$ cat src/rtl/fifo_pkg.sv
// Shared helpers for the async FIFO pointer logic.
// Gray/binary conversion on a 32-bit word; callers size-cast the result.
package fifo_pkg;

    localparam int unsigned FIFO_WIDTH_DEF = 8;
    localparam int unsigned AE_THRESH_DEF  = 2;

    typedef logic [31:0] ptr_word_t;

    function automatic ptr_word_t bin2gray(input ptr_word_t b);
        return (b >> 1) ^ b;
    endfunction

    function automatic ptr_word_t gray2bin(input ptr_word_t g);
        ptr_word_t b;
        b[31] = g[31];
        for (int i = 30; i >= 0; i--) begin
            b[i] = b[i+1] ^ g[i];
        end
        return b;
    endfunction

endpackage

$ cat src/rtl/synchronizer_r.sv
// Two-flop synchroniser bringing the Gray write pointer into rclk.
// Plain flops only; the Gray code keeps multi-bit capture safe.
module synchronizer_r #(
    parameter int unsigned W = 9
) (
    input  logic         rclk,
    input  logic         rrst,
    input  logic [W-1:0] d,
    output logic [W-1:0] q
);

    logic [W-1:0] q1_q;
    logic [W-1:0] q2_q;

    always_ff @(posedge rclk) begin
        if (rrst) begin
            q1_q <= '0;
            q2_q <= '0;
        end else begin
            q1_q <= d;
            q2_q <= q1_q;
        end
    end

    assign q = q2_q;

endmodule

$ cat src/rtl/fifo_rptr_empty.sv
// Read-side pointer, empty/almost-empty flags and fill level of the async FIFO.
// All flags are registered from next-state pointer values.
module fifo_rptr_empty
    import fifo_pkg::*;
#(
    parameter int unsigned width     = FIFO_WIDTH_DEF,
    parameter int unsigned AE_THRESH = AE_THRESH_DEF
) (
    input  logic             rclk,
    input  logic             rrst,
    input  logic             rinc,
    input  logic [width:0]   wptr,
    output logic [width-1:0] raddr,
    output logic [width:0]   rptr,
    output logic             rempty,
    output logic             ralmost_empty,
    output logic [width:0]   rlevel
);

    localparam int unsigned PTR_W = width + 1;

    logic [width:0] rq2_wptr;
    logic [width:0] rq2_bin;
    logic [width:0] rbin_q, rbin_d;
    logic [width:0] rptr_q, rptr_d;
    logic [width:0] rlevel_q, rlevel_d;
    logic           rempty_q, rempty_d;
    logic           rae_q, rae_d;
    logic           rd_en;

    synchronizer_r #(.W(PTR_W)) u_sync (
        .rclk (rclk),
        .rrst (rrst),
        .d    (wptr),
        .q    (rq2_wptr)
    );

    assign rq2_bin = PTR_W'(gray2bin(ptr_word_t'(rq2_wptr)));

    always_comb begin
        rd_en    = rinc & ~rempty_q;
        rbin_d   = rbin_q + PTR_W'(rd_en);
        rptr_d   = PTR_W'(bin2gray(ptr_word_t'(rbin_d)));
        rempty_d = (rptr_d == rq2_wptr);
        // Level uses the already-synchronised write pointer, so it can only lag.
        rlevel_d = rq2_bin - rbin_d;
        rae_d    = (ptr_word_t'(rlevel_d) <= AE_THRESH);
    end

    always_ff @(posedge rclk) begin
        if (rrst) begin
            rbin_q   <= '0;
            rptr_q   <= '0;
            rlevel_q <= '0;
            rempty_q <= 1'b1;
            rae_q    <= 1'b1;
        end else begin
            rbin_q   <= rbin_d;
            rptr_q   <= rptr_d;
            rlevel_q <= rlevel_d;
            rempty_q <= rempty_d;
            rae_q    <= rae_d;
        end
    end

    assign raddr         = rbin_q[width-1:0];
    assign rptr          = rptr_q;
    assign rempty        = rempty_q;
    assign ralmost_empty = rae_q;
    assign rlevel        = rlevel_q;

endmodule

$ cat config.mk
export PLATFORM = sky130hd
export DESIGN_NAME = fifo_rptr_empty
export DESIGN_NICKNAME = d
export VERILOG_FILES = /design/src/rtl/fifo_pkg.sv /design/src/rtl/synchronizer_r.sv /design/src/rtl/fifo_rptr_empty.sv
export SDC_FILE = /design/constraint.sdc
export NUM_CORES = 1
export LEC_CHECK = 0
export CAP_MARGIN = 20
export CORE_UTILIZATION = 55
export CTS_CLUSTER_DIAMETER = 200
export DETAILED_ROUTE_END_ITERATION = 12
export DONT_BUFFER_PORTS = 1
export HOLD_SLACK_MARGIN = 0.15
export PLACE_DENSITY = 0.7
export SLEW_MARGIN = 20
export SYNTH_ARGS = -nofsm -noshare
export SYNTH_HDL_FRONTEND = slang
export SYNTH_SLANG_ARGS = --single-unit
$ cat constraint.sdc
create_clock -name rclk -period 6.6 [get_ports rclk]
set_input_delay 1.32 -clock rclk [delete_from_list [all_inputs] [get_ports rclk]]
set_output_delay 1.32 -clock rclk [all_outputs]
set_load 0.03 [all_outputs]
==> metrics.cfg, run 1 <==
[route]
wl_per_cell_um = 13.5
vias = 1291
detail_route.vias_per_cell = 5.16
route.antenna.remaining_nets = 0
firstDrtPassIters = 4
totalWireLength_um = 3370
drt_drc_violations_left = 0
detailed_router_s_first_iteration_violation_count = 88

[die]
die_span_in_y_um = 63.0
floorplan.initialDensity = 0.595
die_width_um = 63.0
fp.coreArea_um2 = 3440
number_of_rows_in_the_core_area = 21
die_area_um2 = 3970
design.portCount = 40

[global_routing]
grt_start_max_net_pins = 47
grt_antenna_before_repair = 0
first_global_vias = 1244
grt_first_pass_wirelength_um = 5640
globalRouteTotalUtil = 0.184
globalRoute.totalOverflow = 0

[timing]
slew_headroom = 0.602
drv_slew = 0
totalNegativeSetupSlack_ns = 0
finalSetupViolations = 0
timing_worst_slew_pin_value_ns = 0.593
max_clock_freq_mhz = 250
grt_setup_unrepaired = false
period_needed_ns = 3.99
final_hold_violating_endpoints = 0
final.hold.worst_slack_ns = 0.439
finalClockSkew_ns = 0.00959
fin_crit_sh = 0.605

[power]
leakage_dissipation_nw = 0.891
ir_worst_vdd_mv = 0.201
totalPowerFinal_w = 0.000664
power_density_nw_per_um2 = 304

[placed_design]
place.detailed.hpwl_um = 2470
gp_congestion = 0.875
placedCellCount = 242
io_buffers = 0

[synth]
synth-seq-area-share = 0.449
share_of_synthesized_flip_flops_with_an_asynchronous_set_or_reset = 0
synth.avg_cell_area_um2 = 10.1
synth-main-ff-cell = sky130_fd_sc_hd__dfxtp_1
synth_cells = 203
synth_enable_flop_cells = 0
synth.top_cells.by_area = sky130_fd_sc_hd__dfxtp_1 (45%), sky130_fd_sc_hd__xnor2_1 (8.1%), sky130_fd_sc_hd__nor2b_1 (7.0%)
synth_common_cells = sky130_fd_sc_hd__dfxtp_1 (46), sky130_fd_sc_hd__nor2_1 (26), sky130_fd_sc_hd__nor2b_1 (23)
synth_most_common_cell = sky130_fd_sc_hd__dfxtp_1
synth.net_count = 226
synthesis.yosys.warnings = 0
mappedNetlistArea_um2 = 2050
synth_largest_type_area_fraction = 0.449
yosys_register_bits = 46
synth_top_area_cell = sky130_fd_sc_hd__dfxtp_1
count_of_unique_library_cells_instantiated_by_yosys = 37

[finish]
diodes = 0
area_overhead_of_the_layout_relative_to_synthesis_pct = 6.53
fillerInstances = 301
layout.cells.non_filler = 250
share_of_post_route_cells_with_drive_strength_above_1 = 0.0931
design.final.nets = 226

[setup_path]
setup.worst_path.start_class = register
worst_setup_path_end_kind = register
critical_path_required_ns = 6.79
worstSetupPathType = reg2reg
worst_ep_arrival_time_ns = 4.19
critPathMaxFanout = 3

[clock_tree]
clk-insertion-delay-late_ns = 0.29
cts_root_buf = sky130_fd_sc_hd__clkbuf_8
cts.sink_count = 46
post_cts_resize_count = 0
tritoncts.num_buffers = 5
holdBufCountCts = 0
tritoncts_clock_tree = yes
clkSlewWorstSetupHoldPaths_ns = 0.08
cts.htree.levels = 2
postCtsSetupBuffers = 0
clockBufferDepth = 2

[min_path]
holdCritPathClass = reg2reg

[status]
status = completed

[job]
timing.max_cap.violations = 0

## logic make-up after synthesis
group,synth area share
and+or+nand+nor,0.184
DFF,0.449
xor gates and xnor gates,0.201
AOI/OAI and AO/OA,0.0672
buffers and inverters,0.0269
adders and majority gates,0.0708
## report_power, final
group | internal [W] | total [W] | leakage (nW) | switching (W)
logic | 0.0000623 | 0.000128 | 0.458 | 0.0000660
registers | 0.000302 | 0.000352 | 0.378 | 0.0000500
clock network | 0.0000959 | 0.000183 | 0.0544 | 0.0000872
total | 0.000460 | 0.000664 | 0.891 | 0.000203
## cell usage in the layout, fill, tap and decap left out, types with 2 or more instances in the layout
cell,instances
sky130_fd_sc_hd__or3_1,2
sky130_fd_sc_hd__o21ai_0,5
sky130_fd_sc_hd__xor2_1,13
sky130_fd_sc_hd__ha_1,10
sky130_fd_sc_hd__nand3_1,3
sky130_fd_sc_hd__nand2_1,3
sky130_fd_sc_hd__inv_1,7
sky130_fd_sc_hd__nor2b_1,23
sky130_fd_sc_hd__dfxtp_1,46
sky130_fd_sc_hd__nor2_1,26
sky130_fd_sc_hd__a31oi_1,2
sky130_fd_sc_hd__xnor2_1,19
sky130_fd_sc_hd__o21bai_1,2
sky130_fd_sc_hd__clkbuf_8,7
sky130_fd_sc_hd__xor2_2,4
sky130_fd_sc_hd__nand2b_1,2
sky130_fd_sc_hd__nor3_1,3
sky130_fd_sc_hd__a21oi_1,5
sky130_fd_sc_hd__and3_1,3
sky130_fd_sc_hd__o21a_1,2
## state kept, by name (all words and copies together) (netlist names)
name and flops:
rptr 8, ralmost_empty 1, rlevel 9, u_sync.q 9, rempty 1, u_sync.q1_q 9, rbin_q 9
## critical path, cell delays in order (launching register included)
cell	delay, ns
sky130_fd_sc_hd__dfxtp_1	0.40
sky130_fd_sc_hd__xor2_2	0.22
sky130_fd_sc_hd__xor2_2	0.23
sky130_fd_sc_hd__xnor2_2	0.16
sky130_fd_sc_hd__xor2_2	0.22
sky130_fd_sc_hd__xor2_2	0.22
sky130_fd_sc_hd__xnor3_2	0.34
sky130_fd_sc_hd__xnor2_1	0.16
sky130_fd_sc_hd__ha_1	0.19
sky130_fd_sc_hd__inv_1	0.05
sky130_fd_sc_hd__fa_1	0.41
sky130_fd_sc_hd__a21o_1	0.18
sky130_fd_sc_hd__a21oi_1	0.29
sky130_fd_sc_hd__o21bai_1	0.10
sky130_fd_sc_hd__a31oi_1	0.24
sky130_fd_sc_hd__xor2_1	0.18
sky130_fd_sc_hd__nor2_1	0.07
sky130_fd_sc_hd__nor4_1	0.23
## through the flow
step	utilization	instance area [um^2]	setup slack, ns
6_report	0.634	2180	2.61
5_1_grt	0.634	2180	2.22
4_1_cts	0.634	2180	2.57
3_5_place_dp	0.604	2080	2.48
3_3_place_gp	0.604	2080	2.65
2_1_floorplan	-	2050	2.77
## metal layers
metal	up-vias	GRT usage	part of all wire
met5	-	0	0
met3	7	0.0602	0.073
met1	587	0.230	0.44
met4	0	0.0872	0.018
li1	650	-	-
met2	47	0.285	0.47
## path summary, 6_finish.rpt
path | from | depth (start not counted) | slack (ns) | endpoint
worst max-delay path | u_sync.q[8]$_SDFF_PP0_ | 17 | 2.61 | ralmost_empty$_SDFF_PP1_
worst max register to register | u_sync.q[8]$_SDFF_PP0_ | 17 | 2.61 | ralmost_empty$_SDFF_PP1_
worst min-delay path | u_sync.q1_q[6]$_SDFF_PP0_ | 1 | 0.44 | u_sync.q[6]$_SDFF_PP0_
worst min register to register | u_sync.q1_q[6]$_SDFF_PP0_ | 1 | 0.44 | u_sync.q[6]$_SDFF_PP0_
## cell type report
| class | instances | area [um^2] | share of cell area |
|---|---|---|---|
| Multi-Input combinational cell | 143 | 1070 | 0.492 |
| Sequential cell | 46 | 921 | 0.422 |
| Clock buffer | 7 | 96.3 | 0.0441 |
| Tap cell | 46 | 57.6 | 0.0264 |
| Inverter | 7 | 26.3 | 0.0120 |
| Clock inverter | 1 | 8.76 | 0.00401 |
(Power assumes the default switching activity.)
==> run 2, diff against run 1 <==
--- a/config.mk
+++ b/config.mk
@@ -11,7 +11,7 @@
 export DETAILED_ROUTE_END_ITERATION = 12
 export DONT_BUFFER_PORTS = 1
 export HOLD_SLACK_MARGIN = 0.15
-export PLACE_DENSITY = 0.7
+export PLACE_DENSITY = 0.73
 export SLEW_MARGIN = 20
 export SYNTH_ARGS = -nofsm -noshare
 export SYNTH_HDL_FRONTEND = slang
==> constraint.sdc (replaced) <==
create_clock -name rclk -period 3.4 [get_ports rclk]
set_input_delay 0.68 -clock rclk [delete_from_list [all_inputs] [get_ports rclk]]
set_output_delay 0.68 -clock rclk [all_outputs]
set_load 0.03 [all_outputs]
==> metrics.cfg, run 2 (synthesized netlist as in run 1, its figures left out) <==
[route]
vias = 1396  ; +8.1%
detailed_router_s_first_iteration_violation_count = 113  ; +28%
firstDrtPassIters = 5  ; +1
route.antenna.remaining_nets = 0  ; unchanged
wl_per_cell_um = 13.6  ; +0.83%
detail_route.vias_per_cell = 5.17  ; +0.12%
totalWireLength_um = 3670  ; +8.9%
drt_drc_violations_left = 0  ; unchanged

[finish]
design.final.nets = 246  ; +8.8%
commonest_cells_after_routing_fill_and_taps_aside = sky130_fd_sc_hd__dfxtp_1 (44), sky130_fd_sc_hd__nor2_1 (26), sky130_fd_sc_hd__nor2b_1 (23), sky130_fd_sc_hd__buf_4 (20), sky130_fd_sc_hd__xnor2_1 (18)
share_of_post_route_cells_with_drive_strength_above_1 = 0.205  ; +0.112
layout.cells.non_filler = 270  ; +8.0%
finalCoreUtilization = 0.688  ; +0.0534
diodes = 0  ; unchanged
fillerInstances = 270  ; -10%
most_common_library_cell_in_the_layout_ignoring_fill_and_taps = sky130_fd_sc_hd__dfxtp_1
area_overhead_of_the_layout_relative_to_synthesis_pct = 15.5

[min_path]
min_path_cells = 1  ; unchanged
holdCritPathClass = reg2reg
hold_path.startpoint = u_sync.q1_q[3]$_SDFF_PP0_
min_to = u_sync.q[3]$_SDFF_PP0_

[placed_design]
placedCellCount = 259  ; +7.0%
place.detailed.hpwl_um = 2730  ; +11%
io_buffers = 0  ; unchanged
gp_congestion = 0.881  ; +0.64%

[global_routing]
grt_first_pass_wirelength_um = 5840  ; +3.5%
grt_start_max_net_pins = 47  ; unchanged
first_global_vias = 1352  ; +8.7%
grt_antenna_before_repair = 0  ; unchanged
globalRouteTotalUtil = 0.197  ; +0.0126
globalRoute.totalOverflow = 0  ; unchanged

[power]
clock_power_share = 0.287  ; +0.011
totalPowerFinal_w = 0.00138  ; +110%
p_comb_frac = 0.219  ; +0.026
leakage_dissipation_nw = 0.999  ; +12%
sequential_fraction_of_design_power = 0.493  ; -0.038
power.net_switching_w = 0.000414  ; +100%
power_switching_share = 0.301  ; -0.00508
internal-power_w = 0.000962  ; +110%
power_density_nw_per_um2 = 581  ; +91%
ir_worst_vdd_mv = 0.346  ; +72%

[setup_path]
slowest_stage = sky130_fd_sc_hd__dfxtp_2
critical_path_required_ns = 3.61  ; -3.18 ns
worst_setup_path_end_kind = register
critical-path-max-stage-delay_ns = 0.39  ; -0.02 ns
worst_ep_arrival_time_ns = 3.77  ; -0.42 ns
worstSetupPathType = reg2reg
worstPathCellList = xor2_4, xor2_2, xnor2_2, xor2_2, xor2_2, xnor3_2, xnor2_2, ha_2, inv_2, fa_2, a21o_1, a21oi_2, o21bai_1, a21oi_1, xor2_1, a31oi_1, nor4_1
r2r_endpoint = ralmost_empty$_SDFF_PP1_
critPathMaxFanout = 3  ; unchanged
cp.buffers_inverters = 1  ; unchanged
critical-path-top-delay-family = XOR/XNOR gates
r2r_slack_ns = -0.16  ; -2.77 ns
timing.critical_path.mode_cell = sky130_fd_sc_hd__xor2_2
worst-r2r-cell-count = 17  ; unchanged
timing.rr.start = u_sync.q[7]$_SDFF_PP0_
setup.worst_path.start_class = register

[die]
design.portCount = 40  ; unchanged
die_area_um2 = 3970  ; unchanged
fp.coreArea_um2 = 3440  ; unchanged
die_span_in_y_um = 63.0  ; unchanged
floorplan.initialDensity = 0.595  ; unchanged
number_of_rows_in_the_core_area = 21  ; unchanged
die_width_um = 63.0  ; unchanged

[timing]
slew_headroom = 0.633  ; +0.0314
timing_worst_slew_pin_value_ns = 0.549  ; -0.0435 ns
fin_crit_sh = 1.05  ; +0.442
period_needed_ns = 3.56  ; -0.433 ns
finalClockSkew_ns = 0.00952  ; -0.0000724 ns
final_hold_violating_endpoints = 0  ; unchanged
drv_slew = 0  ; unchanged
least_setup_slack_across_all_paths_after_layout_ns = -0.161  ; -2.77 ns
max_clock_freq_mhz = 281  ; +12%
grt_setup_unrepaired = true
finalSetupViolations = 2  ; +2

[status]
status = complete, but fails checks
violations_in_the_final_reports = setup timing

[clock_tree]
tritoncts.num_buffers = 5  ; unchanged
cts.sink_count = 46  ; unchanged
clkSlewWorstSetupHoldPaths_ns = 0.08  ; about the same
cts.htree.levels = 2  ; unchanged
holdBufCountCts = 0  ; unchanged
cts_root_buf = sky130_fd_sc_hd__clkbuf_8
clk-insertion-delay-late_ns = 0.30  ; about the same
tritoncts_clock_tree = yes
clockBufferDepth = 2  ; unchanged

[job]
timing.max_cap.violations = 0  ; unchanged

## run 2: changes by cell type in the layout (fill, tap and decap cells not counted), moves of 2 or more
cell                       delta
sky130_fd_sc_hd__dfxtp_2      +2
sky130_fd_sc_hd__buf_4       +20
sky130_fd_sc_hd__dfxtp_1      -2
sky130_fd_sc_hd__clkinv_2     +2
sky130_fd_sc_hd__clkbuf_8     -2
## run 2: worst register-to-register path: stages (launching register included)
cell	delay [ns]
sky130_fd_sc_hd__dfxtp_2	0.39
sky130_fd_sc_hd__xor2_4	0.18
sky130_fd_sc_hd__xor2_2	0.22
sky130_fd_sc_hd__xnor2_2	0.16
sky130_fd_sc_hd__xor2_2	0.22
sky130_fd_sc_hd__xor2_2	0.18
sky130_fd_sc_hd__xnor3_2	0.31
sky130_fd_sc_hd__xnor2_2	0.17
sky130_fd_sc_hd__ha_2	0.20
sky130_fd_sc_hd__inv_2	0.04
sky130_fd_sc_hd__fa_2	0.33
sky130_fd_sc_hd__a21o_1	0.18
sky130_fd_sc_hd__a21oi_2	0.17
sky130_fd_sc_hd__o21bai_1	0.08
sky130_fd_sc_hd__a21oi_1	0.17
sky130_fd_sc_hd__xor2_1	0.21
sky130_fd_sc_hd__a31oi_1	0.10
sky130_fd_sc_hd__nor4_1	0.15
## run 2: layout make-up
| cell class | instances | area, um^2 | area share |
|---|---|---|---|
| multi-input cells | 143 | 1100 | 0.465 |
| flip-flops and latches | 46 | 923 | 0.390 |
| repair buffers | 20 | 150 | 0.0634 |
| clock buffers | 5 | 68.8 | 0.0291 |
| well taps | 46 | 57.6 | 0.0243 |
| clock inverters | 3 | 40.0 | 0.0169 |
| inverters | 7 | 26.3 | 0.0111 |
## run 2: metrics by stage
stage	instance area, um^2	setup slack [ns]	setup TNS [ns]	hold WS, ns
after floorplan	2060	-0.0488	-0.0488	0.414
after global placement	2220	-0.0706	-0.0757	0.419
after detailed placement	2220	-0.267	-0.512	0.420
after CTS	2350	-0.174	-0.257	0.424
after global routing	2370	-0.370	-0.758	0.424
final	2370	-0.161	-0.237	0.436
## run 2: how the worst max path moves through the flow
stage	startpoint	end	slack, ns	cells after the start
6_report	u_sync.q[7]$_SDFF_PP0_	ralmost_empty$_SDFF_PP1_	-0.16	17
5_1_grt	u_sync.q[7]$_SDFF_PP0_	ralmost_empty$_SDFF_PP1_	-0.37	17
4_1_cts	u_sync.q[7]$_SDFF_PP0_	ralmost_empty$_SDFF_PP1_	-0.17	17
3_5_place_dp	u_sync.q[7]$_SDFF_PP0_	ralmost_empty$_SDFF_PP1_	-0.27	17
3_3_place_gp	u_sync.q[7]$_SDFF_PP0_	ralmost_empty$_SDFF_PP1_	-0.07	17
2_1_floorplan	u_sync.q[7]$_SDFF_PP0_	ralmost_empty$_SDFF_PP1_	-0.05	17
## run 2: routing by layer
metal,GRT usage,part of all wire,wire length [um],up-vias
met5,0,0,0,-
met4,0.151,0.032,119,0
met3,0.0602,0.048,176,10
met2,0.339,0.51,1880,41
met1,0.196,0.41,1490,653
li1,-,-,-,692
## run 2: repair_timing
| item | in CTS | in global routing |
|---|---|---|
| buffers inserted | 2 | 1 |
| setup endpoints to repair | 3 | 3 |
| resized for setup | 2 | 1 |
| pin swaps | 4 | 3 |
## run 2: power by group through the flow
stage / logic (W) / clock network (W) / registers [W]
2_1_floorplan: 0.000219 / 0 / 0.000691
4_1_cts: 0.000300 / 0.000406 / 0.000679
6_report: 0.000302 / 0.000395 / 0.000679
5_1_grt: 0.000334 / 0.000422 / 0.000683
3_5_place_dp: 0.000288 / 0 / 0.000692
3_3_place_gp: 0.000280 / 0 / 0.000690
